--- config.mk ---
export PLATFORM = sky130hd
export DESIGN_NAME = spwm_carrier_compare
export DESIGN_NICKNAME = d
export VERILOG_FILES = /design/src/rtl/spwm_carrier_compare.sv
export SDC_FILE = /design/constraint.sdc
export NUM_CORES = 1
export LEC_CHECK = 0
export CAP_MARGIN = 20
export CORE_AREA = 2 2 78 61
export DETAILED_ROUTE_END_ITERATION = 8
export DIE_AREA = 0 0 80 63
export DONT_BUFFER_PORTS = 1
export HOLD_SLACK_MARGIN = 0.15
export PLACE_DENSITY_LB_ADDON = 0.25
export SLEW_MARGIN = 10
export SYNTH_ARGS = -nofsm -noshare
export SYNTH_HDL_FRONTEND = slang
export SYNTH_SLANG_ARGS = --single-unit
--- constraint.sdc ---
create_clock -name clk -period 3.2 [get_ports clk]
set_clock_uncertainty 0.15 [all_clocks]
set_input_delay 0.96 -clock clk [delete_from_list [all_inputs] [get_ports clk]]
set_output_delay 0.96 -clock clk [all_outputs]
set_load 0.005 [all_outputs]
--- src/rtl/spwm_carrier_compare.sv ---
`default_nettype none
// ============================================================================
// Module   : spwm_carrier_compare
// Purpose  : Sinusoidal-PWM modulator stage. Walks the index of an external
//            combinational half-wave sine table, samples its output once per
//            carrier period and compares that reference against a symmetric
//            triangular carrier. Produces complementary high/low gate drives
//            plus a half-wave polarity flag for the bridge steering logic.
// Macro    : SPWM_DEADTIME_EN - when defined, inserts DEAD_CYC cycles with
//            both gates low around every change of the compare result. When
//            undefined, the gates follow the compare result directly.
// Ports    : clk        in   system clock
//            rst_n      in   synchronous reset, active low
//            en         in   run enable; 0 freezes carrier/index, gates off
//            sine_out   in   table value for the current teth_ta (same cycle)
//            teth_ta    out  registered table index
//            half_neg   out  0 = positive half-wave, 1 = negative half-wave
//            pwm_hi     out  high-side gate
//            pwm_lo     out  low-side gate
//            cycle_tick out  one-cycle pulse at the end of each fundamental
// Revision : 1.0 - initial release
// ============================================================================
module spwm_carrier_compare #(
  parameter int CARRIER_MAX = 5000,
  parameter int IDX_MAX     = 88,
  parameter int CNT_W       = 13,
  parameter int IDX_W       = 10,
  parameter int DEAD_CYC    = 8,
  parameter int DT_W        = 4
) (
  input  logic             clk,
  input  logic             rst_n,
  input  logic             en,
  input  logic [CNT_W-1:0] sine_out,
  output logic [IDX_W-1:0] teth_ta,
  output logic             half_neg,
  output logic             pwm_hi,
  output logic             pwm_lo,
  output logic             cycle_tick
);

  // Carrier slope direction; the carrier is a two-state up/down machine.
  typedef enum logic [0:0] {
    DIR_UP   = 1'b0,
    DIR_DOWN = 1'b1
  } dir_e;

  localparam logic [CNT_W-1:0] C_CNT_PEAK = CNT_W'(CARRIER_MAX);
  localparam logic [CNT_W-1:0] C_CNT_TURN = CNT_W'(CARRIER_MAX - 1);
  localparam logic [CNT_W-1:0] C_CNT_ONE  = CNT_W'(1);
  localparam logic [IDX_W-1:0] C_IDX_LAST = IDX_W'(IDX_MAX);
  localparam logic [IDX_W-1:0] C_IDX_ONE  = IDX_W'(1);

  // Dead-time reload must be representable and non-zero.
  localparam bit C_DT_CFG_OK = (DEAD_CYC >= 1) && (DEAD_CYC <= (1 << DT_W) - 1);

  // --------------------------------------------------------------------------
  // State
  // --------------------------------------------------------------------------
  dir_e             dir_q, dir_d;
  logic [CNT_W-1:0] cnt_q, cnt_d;
  logic [CNT_W-1:0] ref_q, ref_d;
  logic [IDX_W-1:0] idx_q, idx_d;
  logic             half_neg_q, half_neg_d;
  logic             raw_q, raw_d;
  logic             pwm_hi_q, pwm_hi_d;
  logic             pwm_lo_q, pwm_lo_d;
  logic             tick_q, tick_d;
  logic             valley;

  // --------------------------------------------------------------------------
  // Carrier, index, reference sample and compare
  // --------------------------------------------------------------------------
  always_comb begin
    dir_d      = dir_q;
    cnt_d      = cnt_q;
    idx_d      = idx_q;
    half_neg_d = half_neg_q;
    ref_d      = ref_q;
    tick_d     = 1'b0;
    valley     = 1'b0;

    if (en) begin
      case (dir_q)
        DIR_UP: begin
          if (cnt_q == C_CNT_TURN) begin
            cnt_d = C_CNT_PEAK;
            dir_d = DIR_DOWN;
          end else begin
            cnt_d = cnt_q + C_CNT_ONE;
          end
        end
        DIR_DOWN: begin
          if (cnt_q == C_CNT_ONE) begin
            cnt_d  = '0;
            dir_d  = DIR_UP;
            valley = 1'b1;
          end else begin
            cnt_d = cnt_q - C_CNT_ONE;
          end
        end
        default: begin
          cnt_d = '0;
          dir_d = DIR_UP;
        end
      endcase

      // Advance the table once per carrier period, at the valley.
      if (valley) begin
        if (idx_q == C_IDX_LAST) begin
          idx_d      = '0;
          half_neg_d = ~half_neg_q;
          // Leaving the negative half closes one fundamental period.
          tick_d     = half_neg_q;
        end else begin
          idx_d = idx_q + C_IDX_ONE;
        end
      end

      // The index was updated on the previous edge, so the combinational
      // table output for it is stable by now.
      if ((dir_q == DIR_UP) && (cnt_q == '0)) begin
        ref_d = sine_out;
      end
    end

    raw_d = (ref_q > cnt_q);
  end

  // --------------------------------------------------------------------------
  // Gate drive
  // --------------------------------------------------------------------------
`ifdef SPWM_DEADTIME_EN
  localparam logic [DT_W-1:0] C_DT_LOAD = DT_W'(DEAD_CYC);
  localparam logic [DT_W-1:0] C_DT_ONE  = DT_W'(1);

  logic [DT_W-1:0] dt_q, dt_d;
  logic            raw_prev_q;

  // Both gates stay low while the counter runs. The count reaches zero on
  // the same edge that re-enables the gates, so exactly DEAD_CYC cycles
  // separate the falling gate from the rising one.
  always_comb begin
    pwm_hi_d = 1'b0;
    pwm_lo_d = 1'b0;
    dt_d     = dt_q;
    if (!en) begin
      dt_d = C_DT_LOAD;
    end else if (raw_q != raw_prev_q) begin
      dt_d = C_DT_LOAD;
    end else if (dt_q > C_DT_ONE) begin
      dt_d = dt_q - C_DT_ONE;
    end else begin
      dt_d     = '0;
      pwm_hi_d = raw_q;
      pwm_lo_d = ~raw_q;
    end
  end

  always_ff @(posedge clk) begin
    if (!rst_n) begin
      dt_q       <= C_DT_LOAD;
      raw_prev_q <= 1'b0;
    end else begin
      dt_q       <= dt_d;
      raw_prev_q <= raw_q;
    end
  end
`else
  always_comb begin
    pwm_hi_d = 1'b0;
    pwm_lo_d = 1'b0;
    if (en) begin
      pwm_hi_d = raw_q;
      pwm_lo_d = ~raw_q;
    end
  end
`endif

  // --------------------------------------------------------------------------
  // State register
  // --------------------------------------------------------------------------
  always_ff @(posedge clk) begin
    if (!rst_n) begin
      dir_q      <= DIR_UP;
      cnt_q      <= '0;
      idx_q      <= '0;
      half_neg_q <= 1'b0;
      ref_q      <= '0;
      raw_q      <= 1'b0;
      pwm_hi_q   <= 1'b0;
      pwm_lo_q   <= 1'b0;
      tick_q     <= 1'b0;
    end else begin
      dir_q      <= dir_d;
      cnt_q      <= cnt_d;
      idx_q      <= idx_d;
      half_neg_q <= half_neg_d;
      ref_q      <= ref_d;
      raw_q      <= raw_d;
      pwm_hi_q   <= pwm_hi_d;
      pwm_lo_q   <= pwm_lo_d;
      tick_q     <= tick_d;
    end
  end

  assign teth_ta    = idx_q;
  assign half_neg   = half_neg_q;
  assign pwm_hi     = pwm_hi_q;
  assign pwm_lo     = pwm_lo_q;
  assign cycle_tick = tick_q;

  // Shoot-through guard: the two gates are never on together.
  a_no_overlap: assert property (@(posedge clk) !(pwm_hi_q && pwm_lo_q));
  a_dead_cfg:   assert property (@(posedge clk) C_DT_CFG_OK);

endmodule
`default_nettype wire

# Yosys cells after proc, flatten, opt, wreduce, memory -nomap -nowiden
# Cells that the tools add are included.
[op_classes]
shifts = 0
n_mul = 0
muxes = 10
n_bitwise = 3
add_sub_neg = 3
n_eq_ne = 3
n_reduce_logical = 7
order_cmp = 1
n_div = 0
[ops]
columns = ["op", "count"]
rows = [
  ["two-way mux 13 bit", 2],
  ["case mux 13 bit (2 select lines)", 1],
  ["adder 13 x 1 -> 13 bit (second input constant)", 1],
  ["== test 13 x 1 -> 1 bit (second input constant)", 1],
  ["== test 13 bit (second input constant)", 1],
  ["greater-than comparator 13 bit", 1],
  ["zero test 13 bit", 1],
  ["subtractor 13 x 1 -> 13 bit (second input constant)", 1],
  ["adder 10 x 1 -> 10 bit (second input constant)", 1],
  ["== test 10 x 7 -> 1 bit (second input constant)", 1],
  ["two-way mux 10 bit", 1],
  ["AND reduction 2 bit", 3],
  ["two-way mux 1 bit", 5],
  ["AND reduction 4 bit", 1],
  ["NOT 1 bit", 3],
  ["AND reduction 3 bit", 1],
  ["case mux 1 bit (2 select lines)", 1],
  ["logical AND 1 bit", 1],
]
[totals]
word_cells = 36
mem_bits_ro = 0
regBits = 42
ram_bits = 0
in_bits = 16
latch_bits = 0
n_memories = 0
out_inout_bits = 14

# Depth between registers and ports, before layout
[logic_depth]
ltp_word = 5
depth_mapped = 8
mapped_depth_nobuf = 7

# Least setup slack after synthesis
# Ideal clock, no wire load.
[synth_timing]
kind = "input to register"
from = "input port en"
to = "register ref_q[2]"
n_path_buf = 2
required_time_ps = 2922
setup_time_ps = 128
arrival_ps = 2120
path_slack_ps = 802
cell_stages = 7
cell_sequence = "clkbuf_1 > inv_1 > nor2_1 > nand3_1 > buf_2 > mux2i_1 > nor2_1"
[synth_via]
elab_chain_len = 1
[synth_rtl]
columns = ["item", "line", "rtl"]
rows = [
  ["from (decl)", "33", "input logic en,"],
  ["AND reduction 2 bit (no source line)", "--", ""],
  ["to (signal assigned)", "199", "ref_q <= ref_d;"],
  ["to (decl)", "62", "logic [CNT_W-1:0] ref_q, ref_d;"],
]
# Every way passes these cells.
# A chain may end at the register's enable or synchronous reset.

# Final worst setup path
[layout_timing]
from = "register cnt_q[7]"
to = "register idx_q[3] (netlist: teth_ta[3])"
[layout_via]
elab_chain_len = 5
[layout_rtl]
columns = ["item", "line", "rtl"]
rows = [
  ["from (decl)", "61", "logic [CNT_W-1:0] cnt_q, cnt_d;"],
  ["from (signal assigned)", "196", "cnt_q <= cnt_d;"],
  ["== test 13 x 1 -> 1 bit", "94", "if (cnt_q == C_CNT_ONE) begin"],
  ["two-way mux 1 bit", "94", ""],
  ["two-way mux 1 bit", "84", "case (dir_q)"],
  ["two-way mux 1 bit", "83", "if (en) begin"],
  ["AND reduction 2 bit (no source line)", "--", ""],
  ["to (signal assigned)", "197", "idx_q <= idx_d;"],
  ["to (decl)", "63", "logic [IDX_W-1:0] idx_q, idx_d;"],
]
# Every way passes these cells. The select of a mux whose other input is x is not followed.

==> parameters.txt <==
Parameter                              Value

Outcome
  Outcome    finished clean

Yosys
  Post-synthesis cell area    2614 sq um
  Synth Flop Type    dfxtp_1
  Fraction of post-synthesis cell area in the top cell type by area    32.17%
  Synth top area cells    dfxtp_1 (32%), ha_1 (9.1%), mux2i_1 (5.4%)
  Distinct cells, synth    55
  Post-Syn Area per Cell    8.271 sq um
  Synthesized flop and latch total    42
  Number of enable-type register cells in the synthesized netlist    0
  Library cell occupying the most area in the post-synthesis netlist    dfxtp_1
  Gate count after technology mapping    316
  Seq/Total Area, Yosys    32.17%
  Mapped Nets    351
  Number of warnings reported in the yosys synthesis log    0
  Ys async rst share    0%

Setup path
  Setup Crit Path Kind    reg2reg
  Source of the worst register-to-register timing path    cnt_q[7]
  Capturing point of the worst reg2reg path    teth_ta[3]
  Type of element launching the critical path    register
  Critical path data arrival time    2760 ps
  WP data required    3260 ps
  R2R Setup Slk    500 ps
  Largest fanout of any net on the critical path    11
  Cell depth of the worst flop-to-flop path    5
  Endpoint type of the worst setup path    register

Placement
  Final HPWL DP    4.396 mm
  Post-placement cell count    360
  Final RePlAce weighted congestion    0.8899
  Placement Cell Area    2628 sq um
  Setup Slack @ Placement    561.2 ps
  Port buffer count    0

Pwr
  PwrDens    410.1 nW/um^2
  Total power    1.124 mW
  Leakage component of the power    1.032 nW
  Worst IR drop on VDD    0.2551 mV

STA
  Slew at the pin with the worst max-slew slack    594.9 ps
  Worst slack on hold paths    282.7 ps
  Time the final worst path needs with I/O delays and setup    2702 ps
  Setup TNS Final    0 ps
  Post-layout worst setup margin    498.3 ps
  Count of final max-slew check failures    0
  Fin. Hold Viols    0
  Total of endpoints with negative setup slack in the final report    0
  Worst slew margin relative to its limit    60.01%
  Period utilisation layout    84.43%
  Maximum achievable frequency    0.3701 GHz
  Setup repair after global routing missed its margin    no

Cells and area
  Area Growth Syn to Fin    4.835%
  Area of the multi-input gates    1614 sq um
  Area taken by flip-flops and latches    840.8 sq um
  Cell area after layout    2740 sq um
  Final non-filler cell total    367
  Most common cell after layout, fill and taps aside    dfxtp_1
  Number of inserted filler cells in the final layout    372
  Ant. Diodes    0
  Nets    345
  Proportion of layout cells with a drive suffix above 1    6.452%
  Final standard cell utilization of the core    63.59%
  Most frequent cells in the layout    dfxtp_1 (42), nor2_1 (35), inv_1 (19), ha_1 (19), nor3_1 (18)

GRT
  Overall overflow remaining after global route    0
  Vias in the first global route    2235
  Maximum number of pins on one net before global-route repair    21
  Peak-usage layer in the global routing report    met1
  Number of antenna violations at the first check in global routing    0
  Met3 GRT Util    6.069%
  Global-route wire length before repair    10.79 mm
  Routing usage on met2    38.23%
  Global-route usage over all layers    27.14%
  Met1 usage in global routing    41.00%

Detailed routing
  Iteration-0 DRC count of the detailed router    228
  Via count of the routed design    2358
  Vias per std cell    6.425
  DRC errors left    0
  Detailed-router iteration count before antenna repair    5
  Mean routed wirelength per cell    16.80 um
  Total wirelength of the detailed-routed design    6.165 mm
  Antenna-violating nets left    0

Worst hold path
  Count of cells along the worst hold path    1
  Endpoint of the worst hold path    pwm_lo
  Start point of the worst min-delay path    raw_q
  Hold/Removal Path Class    reg2reg

Floorplan
  Area of the die    5040 sq um
  Number of cell rows    21
  Floorplan Core Area    4309 sq um
  Number of primary I/O pins    30
  Die Y    63 um
  Die W    80 um
  Effective utilization at floorplan    60.66%

CTS
  Count of cells resized by post-cts repair    0
  Number of CTS-inserted buffers    5
  Bufs on Longest Clock Path    2
  H-tree lvl count    2
  CTS Root Buffer Type    clkbuf_8
  Sinks on the clock net    42
  Register clock-pin slew on the reported worst setup and hold paths    80 ps
  Postcts setup bufs    0
  Hold buffers post-CTS    0
  TritonCTS clock tree    yes
  Clock insertion delay at the later pin of the skew report    300 ps

Run
  Max-cap violations    0
[worst max-delay path by stage]
stage / from / to / slack [ps] / cells past startpoint
2_1_floorplan: en / ref_q[2] / 800 / 7
3_3_place_gp: cnt_q[7] / teth_ta[0] / 640 / 5
5_1_grt: cnt_q[7] / teth_ta[0] / 270 / 5
4_1_cts: cnt_q[7] / teth_ta[3] / 530 / 5
6_report: cnt_q[7] / teth_ta[3] / 500 / 5
3_5_place_dp: cnt_q[7] / teth_ta[1] / 560 / 5
[power breakdown]
part | switching (mW) | internal [mW] | total (mW)
Clock | 0.181 | 0.250 | 0.431
Combinational | 0.0788 | 0.0607 | 0.139
Sequential | 0.0120 | 0.541 | 0.553
[cell usage after synthesis (3+ instances only)]
cell type,n
dfxtp_1,42
nor2_1,35
ha_1,19
inv_1,19
nor3_1,18
nand2_1,17
nand3_1,16
o21ai_0,16
a21oi_1,15
mux2i_1,14
clkbuf_1,9
nor4_1,8
nand4_1,7
or3_1,6
and2_1,5
a211oi_1,4
a221oi_1,4
buf_2,4
o211ai_1,4
xnor2_1,4
and3_1,3
o21a_1,3
[cells by family (layout without fill, tap and decap cells)]
group / Yosys count / after routing / share of synthesized area (%)
AOI/OAI and AO/OA: 67 / 67 / 18.72
xor gates and xnor gates: 5 / 5 / 1.675
adders and majority gates: 19 / 19 / 9.095
buffers and inverters: 37 / 31 / 6.079
DFF: 42 / 42 / 32.17
muxes: 14 / 14 / 5.361
and+or+nand+nor: 132 / 132 / 26.90
[critical path: stages, from the launching register on]
cell and delay (ps):
dfxtp_1 410, or4_1 760, nor4_4 450, and2_1 390, a41oi_2 170, a311oi_2 270
[area by class of cell]
cell class	instances	area share (%)
Clock buffer	6	3.014
Clock inverter	1	1.096
Inverter	21	2.877
Multi-Input combinational cell	237	58.90
Sequential cell	42	30.68
Tap cell	57	2.603
Timing Repair Buffer	3	0.8219
[per-layer routing]
metal | share of wire [%] | routed length, um
met3 | 7.3 | 453
met5 | 0 | 0
met1 | 49 | 3050
met2 | 42 | 2580
met4 | 1.3 | 80
Note: power is estimated with default switching activity, not from simulation.
